**src/rtl/shared_adder_arbiter_if.sv**
```systemverilog
// Requester-side bundle for the shared adder: request/operand pairs in, sums, done pulses and grant out.
// Latency: none (wires only). Backpressure: requesters hold req/operands until their done pulse.
// The master modport is the requester side; the slave modport is the arbiter.
interface shared_adder_arbiter_if #(
    parameter int WIDTH = 8
) ();
    logic             req_one;
    logic             req_two;
    logic             req_three;
    logic [WIDTH-1:0] da_one;
    logic [WIDTH-1:0] db_one;
    logic [WIDTH-1:0] da_two;
    logic [WIDTH-1:0] db_two;
    logic [WIDTH-1:0] da_three;
    logic [WIDTH-1:0] db_three;
    logic [WIDTH-1:0] sum_one;
    logic [WIDTH-1:0] sum_two;
    logic [WIDTH-1:0] sum_three;
    logic             done_one;
    logic             done_two;
    logic             done_three;
    logic [1:0]       grant;
    logic             busy;

    modport master (
        output req_one, req_two, req_three,
        output da_one, db_one, da_two, db_two, da_three, db_three,
        input  sum_one, sum_two, sum_three,
        input  done_one, done_two, done_three,
        input  grant, busy
    );

    modport slave (
        input  req_one, req_two, req_three,
        input  da_one, db_one, da_two, db_two, da_three, db_three,
        output sum_one, sum_two, sum_three,
        output done_one, done_two, done_three,
        output grant, busy
    );
endinterface

```
**src/rtl/shared_adder_arbiter.sv**
```systemverilog
// Three requesters share one WIDTH-bit adder through a round-robin IDLE/CALC/DONE sequencer.
// Latency: request sampled at edge k -> sum/done visible after edge k+1; one add per 3 cycles peak.
// Backpressure: losers simply keep req high; nothing is sampled outside IDLE.
module shared_adder_arbiter #(
    parameter int WIDTH = 8
) (
    input  logic                   clk,
    input  logic                   rst_n,
    shared_adder_arbiter_if.slave  bus
);

    typedef enum logic [1:0] {
        IDLE = 2'd0,
        CALC = 2'd1,
        DONE = 2'd2
    } state_t;

    state_t                  state_q, state_d;
    logic [WIDTH-1:0]        opa_q, opa_d;
    logic [WIDTH-1:0]        opb_q, opb_d;
    logic [2:0][WIDTH-1:0]   sum_q, sum_d;
    logic [2:0]              done_q, done_d;
    logic [1:0]              grant_q, grant_d;
    logic [1:0]              last_q, last_d;

    logic [2:0]              req;
    logic [1:0]              winner;
    logic [WIDTH-1:0]        da_sel;
    logic [WIDTH-1:0]        db_sel;
    logic [WIDTH-1:0]        add_res;

    assign req = {bus.req_three, bus.req_two, bus.req_one};

    // Search starts at the requester after the last one granted.
    always_comb begin
        winner = 2'd0;
        case (last_q)
            2'd1: begin
                if      (req[1]) winner = 2'd2;
                else if (req[2]) winner = 2'd3;
                else if (req[0]) winner = 2'd1;
            end
            2'd2: begin
                if      (req[2]) winner = 2'd3;
                else if (req[0]) winner = 2'd1;
                else if (req[1]) winner = 2'd2;
            end
            default: begin
                if      (req[0]) winner = 2'd1;
                else if (req[1]) winner = 2'd2;
                else if (req[2]) winner = 2'd3;
            end
        endcase
    end

    always_comb begin
        da_sel = '0;
        db_sel = '0;
        case (winner)
            2'd1: begin
                da_sel = bus.da_one;
                db_sel = bus.db_one;
            end
            2'd2: begin
                da_sel = bus.da_two;
                db_sel = bus.db_two;
            end
            2'd3: begin
                da_sel = bus.da_three;
                db_sel = bus.db_three;
            end
            default: begin
                da_sel = '0;
                db_sel = '0;
            end
        endcase
    end

    // The one and only adder; the carry out is dropped so overflow wraps.
    assign add_res = opa_q + opb_q;

    always_comb begin
        state_d = state_q;
        opa_d   = opa_q;
        opb_d   = opb_q;
        sum_d   = sum_q;
        done_d  = '0;
        grant_d = grant_q;
        last_d  = last_q;

        case (state_q)
            IDLE: begin
                if (winner != 2'd0) begin
                    opa_d   = da_sel;
                    opb_d   = db_sel;
                    grant_d = winner;
                    last_d  = winner;
                    state_d = CALC;
                end else begin
                    grant_d = 2'd0;
                end
            end
            CALC: begin
                case (grant_q)
                    2'd1: begin
                        sum_d[0]  = add_res;
                        done_d[0] = 1'b1;
                    end
                    2'd2: begin
                        sum_d[1]  = add_res;
                        done_d[1] = 1'b1;
                    end
                    2'd3: begin
                        sum_d[2]  = add_res;
                        done_d[2] = 1'b1;
                    end
                    default: done_d = '0;
                endcase
                state_d = DONE;
            end
            DONE: begin
                grant_d = 2'd0;
                state_d = IDLE;
            end
            default: begin
                grant_d = 2'd0;
                state_d = IDLE;
            end
        endcase
    end

    // Pointer resets to "three" so requester one wins the first contention.
    always_ff @(posedge clk or negedge rst_n) begin
        if (!rst_n) begin
            state_q <= IDLE;
            opa_q   <= '0;
            opb_q   <= '0;
            sum_q   <= '0;
            done_q  <= '0;
            grant_q <= 2'd0;
            last_q  <= 2'd3;
        end else begin
            state_q <= state_d;
            opa_q   <= opa_d;
            opb_q   <= opb_d;
            sum_q   <= sum_d;
            done_q  <= done_d;
            grant_q <= grant_d;
            last_q  <= last_d;
        end
    end

    assign bus.sum_one    = sum_q[0];
    assign bus.sum_two    = sum_q[1];
    assign bus.sum_three  = sum_q[2];
    assign bus.done_one   = done_q[0];
    assign bus.done_two   = done_q[1];
    assign bus.done_three = done_q[2];
    assign bus.grant      = grant_q;
    assign bus.busy       = (state_q != IDLE);

endmodule

```
**src/flat_wrapper.sv**
```systemverilog
// flat-port wrapper written by rule: the top's interface ports become plain ports
module shared_adder_arbiter_flat 
#(
    parameter int WIDTH = 8
)
  (clk, rst_n, bus_req_one, bus_req_two, bus_req_three, bus_da_one, bus_db_one, bus_da_two, bus_db_two, bus_da_three, bus_db_three, bus_sum_one, bus_sum_two, bus_sum_three, bus_done_one, bus_done_two, bus_done_three, bus_grant, bus_busy);
  shared_adder_arbiter_if #(.WIDTH(WIDTH)) bus_i ();
  input  logic clk;
  input  logic rst_n;
  input wire logic [$bits(bus_i.req_one)-1:0] bus_req_one;
  input wire logic [$bits(bus_i.req_two)-1:0] bus_req_two;
  input wire logic [$bits(bus_i.req_three)-1:0] bus_req_three;
  input wire logic [$bits(bus_i.da_one)-1:0] bus_da_one;
  input wire logic [$bits(bus_i.db_one)-1:0] bus_db_one;
  input wire logic [$bits(bus_i.da_two)-1:0] bus_da_two;
  input wire logic [$bits(bus_i.db_two)-1:0] bus_db_two;
  input wire logic [$bits(bus_i.da_three)-1:0] bus_da_three;
  input wire logic [$bits(bus_i.db_three)-1:0] bus_db_three;
  output wire logic [$bits(bus_i.sum_one)-1:0] bus_sum_one;
  output wire logic [$bits(bus_i.sum_two)-1:0] bus_sum_two;
  output wire logic [$bits(bus_i.sum_three)-1:0] bus_sum_three;
  output wire logic [$bits(bus_i.done_one)-1:0] bus_done_one;
  output wire logic [$bits(bus_i.done_two)-1:0] bus_done_two;
  output wire logic [$bits(bus_i.done_three)-1:0] bus_done_three;
  output wire logic [$bits(bus_i.grant)-1:0] bus_grant;
  output wire logic [$bits(bus_i.busy)-1:0] bus_busy;
  assign bus_i.req_one = bus_req_one;
  assign bus_i.req_two = bus_req_two;
  assign bus_i.req_three = bus_req_three;
  assign bus_i.da_one = bus_da_one;
  assign bus_i.db_one = bus_db_one;
  assign bus_i.da_two = bus_da_two;
  assign bus_i.db_two = bus_db_two;
  assign bus_i.da_three = bus_da_three;
  assign bus_i.db_three = bus_db_three;
  assign bus_sum_one = bus_i.sum_one;
  assign bus_sum_two = bus_i.sum_two;
  assign bus_sum_three = bus_i.sum_three;
  assign bus_done_one = bus_i.done_one;
  assign bus_done_two = bus_i.done_two;
  assign bus_done_three = bus_i.done_three;
  assign bus_grant = bus_i.grant;
  assign bus_busy = bus_i.busy;
  shared_adder_arbiter #(.WIDTH(WIDTH)) u_core (.clk(clk), .rst_n(rst_n), .bus(bus_i));
endmodule
```
**config.mk**
```make
export PLATFORM = sky130hd
export DESIGN_NAME = shared_adder_arbiter_flat
export DESIGN_NICKNAME = d
export VERILOG_FILES = /design/src/rtl/shared_adder_arbiter_if.sv /design/src/rtl/shared_adder_arbiter.sv /design/src/flat_wrapper.sv
export SDC_FILE = /design/constraint.sdc
export NUM_CORES = 1
export LEC_CHECK = 0
export ABC_AREA = 1
export CORE_ASPECT_RATIO = 1.25
export CORE_MARGIN = 2
export CORE_UTILIZATION = 50
export CTS_CLUSTER_DIAMETER = 80
export CTS_CLUSTER_SIZE = 40
export DETAILED_ROUTE_END_ITERATION = 7
export PLACE_DENSITY_LB_ADDON = 0.2
export RECOVER_POWER = 25
export REMOVE_ABC_BUFFERS = 1
export SLEW_MARGIN = 20
export SYNTH_ARGS = -nofsm -noshare
export SYNTH_HDL_FRONTEND = slang
export SYNTH_SLANG_ARGS = --single-unit
```
**constraint.sdc**
```tcl
create_clock -name clk -period 4.7 [get_ports clk]
set_input_delay 0.705 -clock clk [delete_from_list [all_inputs] [get_ports clk]]
set_output_delay 0.705 -clock clk [all_outputs]
set_load 0.03 [all_outputs]
```
Word-level counts from Yosys, hierarchy flattened
Cells that the tools add are included.
- bits in registers: 49
- input port bits: 53
- output and inout port bits: 30
- add/sub/neg operators: 1
- equality and inequality tests: 10
- mux-type cells: 20
- reduce and logical (&&, ||, !) cells: 7
- operators by type and width (operator ; number):
    8-bit one-hot mux with 3 select lines ; 2
    2-bit 2-to-1 mux ; 10
    2-bit one-hot mux with 2 select lines ; 3
    2-bit == test, second input constant ; 5
    8-bit adder ; 1
    2-bit by 1-bit == test with 1-bit output, second input constant ; 4
    2-bit AND reduction ; 4
    1-bit 2-to-1 mux ; 4
    2-bit nonzero test ; 2
    3-bit 2-to-1 mux ; 1
    2-bit logical NOT ; 1
    2-bit by 1-bit != test with 1-bit output, second input constant ; 1

Logic depth before layout (Yosys ltp)
Gate-level depths: netlist (run 1).
- depth after elaboration: 7
- depth in mapped cells: 13
- gate-level depth less buffers: 12

Least setup slack after synthesis (run 1)
Ideal clock, no wire load.
- path kind: flip-flop to flip-flop
- start: register u_core.last_q[0]
- end: register u_core.opb_q[4]
- library setup time: 0.117 ns
- arrival: 1.681 ns
- slack: 2.902 ns
- cell stages (with the launch flop): 12
- cell sequence: dfstp_2 inv_1 ha_1 nand3_1 nand2_1 inv_1 nand3_2 nand2_4 buf_4 nand2_1 nor2_1 nor2_1
- longest elaborated chain between the ends: 4
- elaborated cells on any way between the ends: 9
- classes of those cells: eq/ne (5); mux (2); reduce/logical (2)
- RTL lines (element ; line ; source):
    start: declaration ; shared_adder_arbiter.sv:24 ; logic [1:0] last_q, last_d;
    start signal: assignment ; shared_adder_arbiter.sv:149 ; last_q <= last_d;
    2-bit == test / 2-bit by 1-bit == test with 1-bit output (equally long branches) ; shared_adder_arbiter.sv:37 ; case (last_q)
    2-bit one-hot mux with 2 select lines * ; shared_adder_arbiter.sv:37 ;
    2-bit == test, or another cell as far along ; shared_adder_arbiter.sv:59 ; case (winner)
    8-bit one-hot mux with 3 select lines / 2-bit AND reduction (equally long branches) ; - ;
    end signal: assignment ; shared_adder_arbiter.sv:145 ; opb_q <= opb_d;
    end: declaration ; shared_adder_arbiter.sv:20 ; logic [WIDTH-1:0] opb_q, opb_d;
Mark *: on every way between the ends. The rest lies on a longest branch, timed or not.
A chain may end at the register's enable or synchronous reset.

==> results of run 1 <==
-- placed cells by master (no fill, tap or decap) --
master             n
or2_2              1
nand2_2            2
dfrtp_1           47
nand3_2            1
nor2_1            53
nand4_1            2
xor2_1             2
nand2_4            3
dfstp_2            2
fa_1               1
inv_2              7
clkbuf_8           5
clkbuf_1           2
nand3b_1           1
xnor2_1            1
nand3_1           65
inv_1             13
clkdlybuf4s50_1   81
nand2_1          120
ha_1               9
o21a_1             1
o21ai_1            2
a21oi_1            4
nor3_4             1
nor2_4             2
nor2_2             2
o21ai_0            2
clkinv_2           2
-- final timing paths --
| path | startpoint | endpoint | slack, ns |
|---|---|---|---|
| max | rst_n | u_core.opb_q[4] | 2.09 |
| min | u_core.bus.sum_two[2] | u_core.bus.sum_two[2] | 0.47 |
| max reg2reg | u_core.last_q[0] | u_core.opa_q[5] | 2.28 |
| min reg2reg | u_core.bus.sum_two[2] | u_core.bus.sum_two[2] | 0.47 |
| max in group clk | u_core.last_q[0] | u_core.opa_q[5] | 2.28 |
| min in group asynchronous | rst_n | u_core.done_q[0] | 1.18 |
-- synthesized netlist by cell type --
master,count
nand2_1,120
nand3_1,65
nor2_1,53
dfrtp_1,47
inv_1,13
ha_1,9
buf_2,7
inv_2,7
a21oi_1,4
buf_4,4
nand2_4,3
dfstp_2,2
nand2_2,2
nand4_1,2
nor2_2,2
nor2_4,2
o21ai_0,2
o21ai_1,2
xor2_1,2
fa_1,1
nand3_2,1
nand3b_1,1
nor3_4,1
o21a_1,1
or2_2,1
xnor2_1,1
-- cells by family after synthesis --
logic type                 after synthesis
AOI/OAI and AO/OA                        9
xor gates and xnor gates                 3
adders and majority gates               10
buffers and inverters                   31
DFF                                     49
and+or+nand+nor                        253
-- per-layer routing --
| metal | vias up | part of all wire [%] |
|---|---|---|
| li1 | 1287 | - |
| met1 | 1116 | 42 |
| met2 | 85 | 50 |
| met3 | 4 | 6.0 |
| met4 | 0 | 1.2 |
| met5 | - | 0 |
-- registers in the layout (all words and copies together) (netlist names) --
name,count
u_core.state_q,2
u_core.done_q,3
u_core.bus.sum_two,8
u_core.bus.grant,2
u_core.last_q,2
u_core.bus.sum_three,8
u_core.opb_q,8
u_core.bus.sum_one,8
u_core.opa_q,8
-- area by class of cell --
type / instances / area (sq um)
Clock buffer: 6 / 72.6
Multi-Input combinational cell: 275 / 1320
Tap cell: 62 / 77.6
Fill cell: 436 / 1520
Clock inverter: 2 / 10.0
Sequential cell: 49 / 1230
Timing Repair Buffer: 82 / 815
Inverter: 20 / 75.1
-- power groups by stage --
stage | logic, mW | registers (mW) | clock network (mW)
after floorplan | 1.15 | 0.942 | 0
after global routing | 2.11 | 0.777 | 0.258
after global placement | 1.83 | 0.750 | 0
final | 1.87 | 0.750 | 0.235
after detailed placement | 1.88 | 0.760 | 0
after CTS | 1.89 | 0.752 | 0.240
==> impl_metrics.ini, run 1 <==
[floorplan]
die_w_microns = 69.5
row_count = 29
die-area_sq_um = 5970
fp.dieH_microns = 85.9
initial_utilization_pct = 52.5
core_area_sq_um = 5120
io_pins = 83

[drt]
routed-via-count = 2492
wl_per_cell_microns = 11.4
dr.pass1.iters = 4
drt_iter0_markers = 147
final_antenna_net_count = 0
drt_wl_total_microns = 5670
drc = 0
vias_per_cell = 5.02

[timing]
slew_violations = 50
finalSetupTns_ns = 0
setup_viol = 0
fmaxAchievable_mhz = 384
worstMarginPinSlew_ns = 2.52
setup_ws_ns = 2.09
skew_ns = 0.00238
whs_ns = 0.473
period_minus_slack_ns = 2.61
max-slew-margin-rel_pct = -68.0
hold_viol = 0
rsz0062_at_grt = false
finalCritPeriodShare_pct = 55.4

[clock_network]
cts-resized-gates = 0
clk_latency_ns = 0.29
clkTransAtPathRegs_ns = 0.08
cts_hold_buf = 0
ctsHtreeMaxLevel = 2
clock-root-buffer = clkbuf_8
cts.sinks = 49
clockBufferDepth = 2
cts_setup_buffers = 0
cts_tree = built
cts-buffers-inserted = 5

[yosys]
ys_seq_elements = 49
synth_area_leader_cell = dfrtp_1
ys_warn_count = 0
yosys.area_share.xor_xnor_pct = 0.979
synthMuxAreaShare_pct = 0
syn_avg_cell_area_sq_um = 7.56
synthAdderAreaFrac_pct = 4.94
synthesis.area_sq_um = 2680
yosysTopAreaCellShare_pct = 43.8
synthTopCellsByArea = dfrtp_1 44%, nand2_1 17%, nand3_1 12%, nor2_1 7.4%, ha_1 4.2%
synth_cell_types = 26
synth_compound_area_share_pct = 1.77
synth_cells = 355
synth_top_family_by_area = simple AND/OR/NAND/NOR gates
synth-seq-area-share_pct = 45.8
yosys.area_share.simple_pct = 41.3

[global_routing]
track_usage_pct = 20.6
met3_usage_pct = 4.00
use_met2_pct = 37.8
grt_max_degree = 50
antenna_found_initial = 0
grt-busiest-layer = met2
grt-ovfl-total = 0
grt_pass1_wl_microns = 10100
first_global_vias = 2382
groute.layer.met1.usage_pct = 24.6

[power_and_ir_drop]
power_mw = 2.86
seq_power_share_pct = 26.3
p_leak_nw = 1.77
p_switching_mw = 1.45
power_density_nw_per_um2 = 795
irDropWorstVdd_v = 0.000569
p_clk_share_pct = 8.2
combPwrFrac_pct = 65.5
internal-power_mw = 1.41
swShare_pct = 50.6

[placement]
place_area_sq_um = 3510
dp_worst_setup_slack_ns = 2.02
numPlacedInstances = 488
place.gp.congestion = 0.781
dp_hpwl_microns = 4430
io_buffers = 82

[critical_path]
path_class = input pin to asynchronous set/reset pin
crit_arrival_ns = 2.49
crit_fanout = 49
cp.depth = 1
reg2reg_depth = 9
cp.required_ns = 4.58
setup.worst_path.end_class = asynchronous set/reset pin
path_buf_inv = 1
path_cells = clkbuf_1
crit_family = buffers and inverters
cp-start-kind = input pin
worst_path_largest_cell_delay_ns = 1.76
crit_slowest_cell = clkbuf_1

[final_layout]
finalNonFillerCells = 496
antenna_cells = 0
utilization_pct = 70.2
syn_to_final_growth_pct = 33.9
drive_gt1_share_pct = 6.45
finalNetCount = 496
design_area_sq_um = 3590

[status]
status = complete, but fails checks
violations = max-capacitance violations, max-slew violations

[job]
cap_violations = 1

[hold_path]
hold_depth = 2
min_path_type = flop to flop
No activity file was read; power rests on OpenSTA's default activity.
==> run 2: changes to the inputs <==
- CORE_UTILIZATION: 50 -> 47
- clock period: 4.7 -> 2.46 ns (I/O delays scaled with it)
==> impl_metrics.ini, run 2 (synthesis gave the netlist of run 1 again) <==
[final_layout]
finalNonFillerCells = 501
final_common_cell = nand2_1
antenna_cells = 0
utilization_pct = 66.9
final_cell_mix = 120 x nand2_1, 81 x clkdlybuf4s50_1, 65 x nand3_1
design_area_sq_um = 3670
finalNetCount = 499
fillCellCount = 489
drive_gt1_share_pct = 7.32
syn_to_final_growth_pct = 36.6

[clock_network]
cts.sinks = 49
clock-root-buffer = clkbuf_8
cts_setup_buffers = 0
clk_latency_ns = 0.30
cts-buffers-inserted = 5
ctsHtreeMaxLevel = 2
clkTransAtPathRegs_ns = 0.09
cts_tree = built
cts-resized-gates = 0
cts_hold_buf = 0
clockBufferDepth = 2

[critical_path]
cp.required_ns = 2.65
crit_path_end = u_core.opb_q[7]
r2r-start = u_core.last_q[0]
setup.worst_path.end_class = flop
path_class = flop to flop
crit_fanout = 35
worst_path_largest_cell_delay_ns = 0.54
cp.depth = 10
crit_family = simple AND/OR/NAND/NOR gates
reg2reg_to = u_core.opb_q[7]
crit_slowest_cell = dfstp_2
cp-start-kind = flop
path_cells = inv_1 -> ha_1 -> nand3_1 -> nand2_1 -> inv_1 -> nand3_2 -> nand2_4 -> nand2_1 -> nor2_1 -> nor2_1
crit_arrival_ns = 2.26
cp-startpoint = u_core.last_q[0]
reg2reg_depth = 10
r2r_slack_ns = 0.39
path_buf_inv = 2

[floorplan]
core_area_sq_um = 5480
io_pins = 83
die-area_sq_um = 6330
initial_utilization_pct = 49.0
row_count = 30
die_w_microns = 71.6
fp.dieH_microns = 88.5

[timing]
period_minus_slack_ns = 2.07
fmaxAchievable_mhz = 483
hold_viol = 0
max-slew-margin-rel_pct = 12.3
finalSetupTns_ns = 0
setup_ws_ns = 0.392
skew_ns = 0.00492
rsz0062_at_grt = false
slew_violations = 0
worstMarginPinSlew_ns = 1.32
setup_viol = 0
finalCritPeriodShare_pct = 84.1
whs_ns = 0.335

[job]
cap_violations = 0

[placement]
io_buffers = 82
place.gp.congestion = 0.754
dp_worst_setup_slack_ns = 0.405
place_area_sq_um = 3540
dp_hpwl_microns = 4410
numPlacedInstances = 493

[status]
status = finished, final reports clean

[global_routing]
track_usage_pct = 20.1
grt-ovfl-total = 0
first_global_vias = 2358
grt_max_degree = 36
grt_pass1_wl_microns = 10200
antenna_found_initial = 0

[hold_path]
min_path_type = input pin to asynchronous set/reset pin

[power_and_ir_drop]
p_leak_nw = 1.80
irDropWorstVdd_v = 0.00113
power_mw = 5.73
power_density_nw_per_um2 = 1560

[drt]
vias_per_cell = 4.92
drt_iter0_markers = 168
dr.pass1.iters = 6
wl_per_cell_microns = 11.5
drt_wl_total_microns = 5740
final_antenna_net_count = 0
drc = 0
routed-via-count = 2463
-- run 2: cell count changes in the layout (fill, tap and decap cells not counted), sizes merged --
| cell | before | now |
|---|---|---|
| clkinv | 2 | 1 |
| buf | 0 | 2 |
| bufinv | 0 | 2 |
-- run 2: power breakdown --
| group | internal, mW | switching [mW] | leakage (nW) | total [mW] |
|---|---|---|---|---|
| Clock | 0.404 | 0.262 | 0.0681 | 0.666 |
| Combinational | 1.33 | 2.30 | 1.13 | 3.63 |
| Sequential | 1.21 | 0.226 | 0.605 | 1.43 |
| Total | 2.94 | 2.79 | 1.80 | 5.73 |
-- run 2: worst min path at each step --
stage / start / slack, ns / endpoint / cells after the start
floorplan: rst_n / 0.07 / u_core.bus.grant[0] / 0
global placement: rst_n / 0.39 / u_core.done_q[1] / 1
detailed placement: rst_n / 0.39 / u_core.bus.sum_two[0] / 1
CTS: rst_n / 0.06 / u_core.bus.sum_two[0] / 1
global route: rst_n / 0.47 / u_core.bus.sum_two[0] / 1
finish: rst_n / 0.34 / u_core.bus.sum_two[0] / 1
-- run 2: cell type report --
type	instances	area, sq um	area share, %
inverters	20	75.1	2.05
multi-input cells	275	1320	35.9
well taps	64	80.1	2.18
clock inverters	3	65.1	1.77
clock buffers	5	68.8	1.88
flip-flops and latches	49	1230	33.5
repair buffers	85	835	22.8
-- run 2: worst reg2reg max path, stage by stage, from the launching register on --
cell and delay [ns]:
dfstp_2 0.54, inv_1 0.05, ha_1 0.35, nand3_1 0.10, nand2_1 0.08, inv_1 0.10
nand3_2 0.13, nand2_4 0.33, nand2_1 0.11, nor2_1 0.11, nor2_1 0.06
-- run 2: metal layers --
layer | part of all wire, % | track usage [%]
met5 | 0 | 0
met4 | 1.4 | 7.20
met3 | 4.6 | 3.42
met2 | 49 | 34.0
met1 | 45 | 26.1
